<file path="src/rtl/weight_chain_load_seq.sv">
// Load sequencer for a weight/bias shift chain with a shadow commit bank.
// Takes up to NUM_STAGES stream words, zero-pads the remaining stages, then commits.
//
//   state  | meaning
//   -------+--------------------------------------------------------------
//   IDLE   | waiting for start; every output low
//   LOAD   | accepting stream words, one shift per handshake
//   PAD    | shifting zeros into stage 0 until NUM_STAGES shifts are done
//   COMMIT | one-cycle copy of the chain into the shadow bank
module weight_chain_load_seq #(
  parameter int NUM_STAGES = 8,
  parameter int CNT_W      = $clog2(NUM_STAGES + 1)
) (
  input  logic             clk,
  input  logic             reset,
  input  logic             start,
  input  logic [CNT_W-1:0] num_words,
  input  logic             abort,
  input  logic             in_valid,
  output logic             in_ready,
  output logic             shift_en,
  output logic             zero_fill,
  output logic             commit_en,
  output logic             busy,
  output logic             done
);

  typedef enum logic [1:0] {IDLE, LOAD, PAD, COMMIT} state_t;

  localparam logic [CNT_W-1:0] STAGES = CNT_W'(NUM_STAGES);

  state_t           state;
  logic [CNT_W-1:0] cnt;
  logic [CNT_W-1:0] target;
  logic [CNT_W-1:0] cnt_inc;
  logic [CNT_W-1:0] start_target;

  assign cnt_inc      = cnt + 1'b1;
  assign start_target = (num_words > STAGES) ? STAGES : num_words;

  always_ff @(posedge clk) begin
    if (reset) begin
      state  <= IDLE;
      cnt    <= '0;
      target <= '0;
    end else begin
      case (state)
        IDLE: begin
          if (start) begin
            target <= start_target;
            cnt    <= '0;
            state  <= (start_target == '0) ? PAD : LOAD;
          end
        end
        LOAD: begin
          if (abort) begin
            state <= IDLE;
          end else if (in_valid) begin
            cnt <= cnt_inc;
            if (cnt_inc == target)
              state <= (target < STAGES) ? PAD : COMMIT;
          end
        end
        PAD: begin
          if (abort) begin
            state <= IDLE;
          end else begin
            cnt <= cnt_inc;
            if (cnt_inc == STAGES)
              state <= COMMIT;
          end
        end
        COMMIT: state <= IDLE;
        default: state <= IDLE;
      endcase
    end
  end

  // Pure decodes of state (and in_valid for the LOAD shift); start/num_words never reach outputs.
  assign in_ready  = (state == LOAD);
  assign shift_en  = ((state == LOAD) && in_valid) || (state == PAD);
  assign zero_fill = (state == PAD);
  assign commit_en = (state == COMMIT);
  assign done      = (state == COMMIT);
  assign busy      = (state != IDLE);

endmodule

</file>
<file path="config.mk">
export PLATFORM = sky130hd
export DESIGN_NAME = weight_chain_load_seq
export DESIGN_NICKNAME = d
export VERILOG_FILES = /design/src/rtl/weight_chain_load_seq.sv
export SDC_FILE = /design/constraint.sdc
export NUM_CORES = 1
export LEC_CHECK = 0
export CAP_MARGIN = 20
export CORE_MARGIN = 2
export CORE_UTILIZATION = 40
export DETAILED_ROUTE_END_ITERATION = 7
export PLACE_DENSITY_LB_ADDON = 0.3
export SLEW_MARGIN = 20
export SYNTH_ARGS = -nofsm -noshare
export SYNTH_HDL_FRONTEND = slang
export SYNTH_SLANG_ARGS = --single-unit
</file>
<file path="constraint.sdc">
create_clock -name clk -period 1.8 [get_ports clk]
set_input_delay 0.36 -clock clk [delete_from_list [all_inputs] [get_ports clk]]
set_output_delay 0.36 -clock clk [all_outputs]
set_load 0.05 [all_outputs]
</file>
After elaboration in Yosys (flattened, before gate mapping)
Cells that the tools add are included.

word-level totals
  output and inout bits = 6
  word-level logic and storage cells = 42
  bits in registers = 10

cells by class
  order comparisons = 2
  multiplexer cells = 15
  reductions and logical operators = 9
  add/sub/neg operators = 1
  equality and inequality tests = 12

operators with widths
  cell                                                                     count
  4-bit two-way mux                                                        5
  2-bit two-way mux                                                        7
  4-bit case mux with 3 select lines                                       1
  2-bit inequality test, second input constant                             4
  2-bit case mux with 4 select lines                                       1
  3-bit by 2-bit inequality test with 1-bit output, second input constant  2
  5-bit AND reduction                                                      1
  4-bit by 1-bit adder with 4-bit output, second input constant            1
  2-bit equality test, second input constant                               2
  4-bit equality test                                                      1
  4-bit equality test, second input constant                               1
  4-bit > comparator, second input constant                                1
  4-bit logical NOT                                                        1
  4-bit less-than comparator, second input constant                        1
  4-bit AND reduction                                                      1
  3-bit inequality test, second input constant                             1
  3-bit nonzero test                                                       1
  2-bit by 1-bit equality test with 1-bit output, second input constant    1
  2-bit logical NOT                                                        1
  2-bit AND reduction                                                      1
  2-bit nonzero test                                                       1
  1-bit logical AND                                                        1
  1-bit logical OR                                                         1
  1-bit two-way mux                                                        1

Longest topological paths before layout
  depth after elaboration = 6
  depth in mapped cells = 7
  mapped depth without buffers = 7

Worst setup path before layout
Ideal clock, no wire load.

  kind = register -> register
  start = register state[0]
  end = register cnt[3]
  cell stages (with the launch flop) = 8
  data required time = 1.733 ns
  setup slack = -0.185 ns
  arrival time = 1.917 ns
  buffers on the path = 0
  clock period less this slack = 1.985 ns
  path through = dfxtp_1 inv_1 ha_1 a21o_1 a211oi_4 nand2_2 or3_1 a21oi_2

on the way
  longest elaborated chain between the ends = 3

RTL lines
  element                                                                              line  text
  start: declaration                                                                   32    state_t state;
  start signal: assignment                                                             52    state <= (start_target == '0) ? PAD : LOAD;
  start signal: assignment                                                             61    state <= (target < STAGES) ? PAD : COMMIT;
  2-bit equality test (*)                                                              n/a
  via zero_fill                                                                        22    output logic zero_fill,
  2-bit inequality test (no source line) / 3-bit nonzero test (equally long branches)  n/a
  5-bit AND reduction (no source line)                                                 n/a
  end signal: assignment                                                               59    cnt <= cnt_inc;
  end signal: assignment                                                               68    cnt <= cnt_inc;
  end: declaration                                                                     33    logic [CNT_W-1:0] cnt;

Mark *: on every way through the listed nets, which the timed path passes. The rest lies on a longest branch.
A chain may end at the register's enable or synchronous reset.

Worst setup path in the final report
  start = register state[1]
  end = output port shift_en

on the way
  longest elaborated chain between the ends = 3

RTL lines
  element                                         line  text
  2-bit by 1-bit equality test with 1-bit output  81    assign shift_en = ((state == LOAD) && in_valid) || (state == PAD);
  1-bit logical AND                               81
  1-bit logical OR (*)                            81
  end: declaration                                21    output logic shift_en,

Mark *: on every way between the ends. The rest lies on a longest branch, timed or not.

==> run_results.csv <==
group,metric,value,unit
finish,nNetsFinal,124,
timing,finalHoldViolCount,0,
grt,grt_pass1_vias,610,
detailed_routing,vias,684,
floorplanning,die_x,45.7,um
power,power.density,1670,mW/mm2
floorplanning,core_area,0.00169,mm2
setup_path,end_kind,"primary output",
synthesis,synthFlopType,"dfxtp_1",
timing,setup_violations,0,
timing,fin_crit_sh,96.1,%
synthesis,synthArstFlopShare,0,%
timing,fin_crit,1730,ps
finish,diodes,0,
timing,fmax,578,MHz
timing,drv_slew,0,
clock_tree,clockBufferDepth,2,
clock_tree,clkTransAtPathRegs,80,ps
setup_path,crit_type,"flop to primary output",
detailed_routing,drt_iter0_drc,15,
timing,hold-worst-slack,502,ps
placed_design,routabilityCongestion,0.739,
grt,grt_max_degree,11,
synthesis,synth_nets,96,
floorplanning,ioPinCount,15,
power,fin_total_pwr,1800,uW
setup_path,cp.arrival,1370,ps
synthesis,synth.avg_cell_area,8.59,um2
synthesis,synth_top_area_cell,"dfxtp_1",
finish,post-route-cell-area,0.00108,mm2
placed_design,port_buffers,14,
finish,area_growth_syn_to_layout,54.7,%
clock_tree,cts_tree,"done",
setup_path,required,1440,ps
clock_tree,cts_root_buf,"clkbuf_4",
synthesis,netlist_instances,81,
setup_path,timing.rr.start,"state[0]",
detailed_routing,drc_errors,0,
timing,finalClockSkew,10.8,ps
finish,drive_gt1_share,33.3,%
detailed_routing,routed_via_density,5.47,
setup_path,setup.worst_path.start_class,"flop",
clock_tree,cts_sinks,10,
detailed_routing,drt-total-wl,1660,um
run,maxCapViolCount,0,
synthesis,syn_area,696,um2
setup_path,r2r_slack,90,ps
run_status,status,"finished, final reports clean",
setup_path,cp-startpoint,"state[1]",
clock_tree,h-tree-depth,1,
power,p_leak,0.000449,uW
timing,fin_ws,70.1,ps
grt,grt_pass1_wl,2590,um
timing,worst_pin_slew,446,ps
timing,slew_headroom,70.2,%
setup_path,r2r_cells,7,
placed_design,dp_hpwl,1230,um
synthesis,seq_area_frac_synth,28.8,%
hold_path,hold_class,"flop to flop",
floorplanning,dieArea,0.00209,mm2
setup_path,crit_end,"shift_en",
grt,grt-ovfl-total,0,
synthesis,yosysTopAreaCellShare,28.8,%
synthesis,synth_common_cells,"dfxtp_1 (10), a21oi_1 (8), nand2_1 (8)",
floorplanning,rows,15,
synthesis,yosysMostFrequentCell,"dfxtp_1",
power,ir_drop,900,uV
grt,antenna_found_initial,0,
placed_design,dp_slack,-121,ps
synthesis,netlist_top_cells_area,"dfxtp_1 (29%), ha_1 (11%), a21oi_1 (5.8%), xnor2_1 (5.0%), nand2_1 (4.3%)",
timing,finalSetupTns,0,ps
synthesis,ys_seq_elements,10,
detailed_routing,ant_nets,0,
detailed_routing,wl_per_cell,13.3,um
placed_design,place_area,0.00101,mm2
detailed_routing,dr.pass1.iters,4,
finish,nFillCells,142,
setup_path,crit_path_max_fanout,6,
finish,regArea,208,um2
synthesis,synth_edf_count,0,
floorplanning,start_util,41.2,%
synthesis,synthDistinctLibCells,32,
synthesis,ys_warn_count,0,
setup_path,r2r-end,"cnt[3]",
finish,multi_input_area,507,um2
floorplanning,die_h,45.7,um
grt,grt_usage,17.7,%
clock_tree,cts_buffers,3,
clock_tree,clk_latency,280,ps
## layer usage
layer  up-vias  GRT usage, %  part of all wire [%]
li1        343             -                     -
met1       318          21.5                    46
met2        19          29.3                    49
met3         4          3.57                   4.1
met4         0          9.14                   1.1
met5         -             0                     0
## report_power, final
part	switching, uW	leakage (uW)	total, uW	internal [uW]
registers	51.3	0.0000828	331	279
logic	663	0.000345	1260	593
clock network	88.6	0.0000210	212	123
## area by class of cell
| cell class | instances | share of cell area, % |
|---|---|---|
| multi-input combinational | 64 | 47.1 |
| sequential | 10 | 19.3 |
| clock buffer | 4 | 3.37 |
| timing repair buffer | 25 | 26.3 |
| inverter | 5 | 1.98 |
| tap | 17 | 1.98 |
## placed cells by master, fill, tap and decap left out, types with 4 or more instances in the layout
cell type,count
a21oi_1,8
buf_12,6
buf_4,11
clkdlybuf4s50_1,8
dfxtp_1,8
nand2_1,8
nor2_1,6
xnor2_1,4
## worst min-delay path by stage
stage          depth (start not counted)         to  startpoint  slack (ps)
3_3_place_gp                           2  target[3]   target[3]         490
6_report                               2  target[3]   target[3]         500
2_1_floorplan                          2  target[3]   target[3]         460
3_5_place_dp                           2  target[3]   target[3]         490
5_1_grt                                2     cnt[3]      cnt[3]         540
4_1_cts                                2  target[3]   target[3]         500
## kinds of logic (layout without fill, tap and decap cells)
family	after synthesis	count (layout)	share of synthesized area, %
AO/OA/AOI/OAI	21	21	23.0
XOR/XNOR	6	6	7.55
adder cells (fa/ha/maj)	6	6	10.8
buffers and inverters	7	34	4.32
flip-flops	10	10	28.8
multiplexers	1	1	1.62
AND/OR/NAND/NOR	30	30	23.9
## registers in the layout, indices dropped and copies added (netlist names)
register  flops
cnt           4
state         2
target        4
## worst max-delay path, stage by stage, from the launching register on
cell and delay [ps]:
dfxtp_4 380, inv_2 70, ha_4 160, buf_4 150
a21o_1 180, buf_12 150
## repair_timing
| action | in CTS | in global routing |
|---|---|---|
| buffers inserted | 0 | 1 |
| endpoints found under the setup margin | 3 | 3 |
| pin swaps | 0 | 3 |
| hold buffers | 0 | 0 |
| gates resized for setup | 1 | 7 |
## stage by stage
step,instances,util [%]
floorplan,81,-
global placement,120,59.6
detailed placement,120,59.6
CTS,124,61.9
global route,125,63.7
finish,125,63.7
Note: power is estimated with default switching activity, not from simulation.
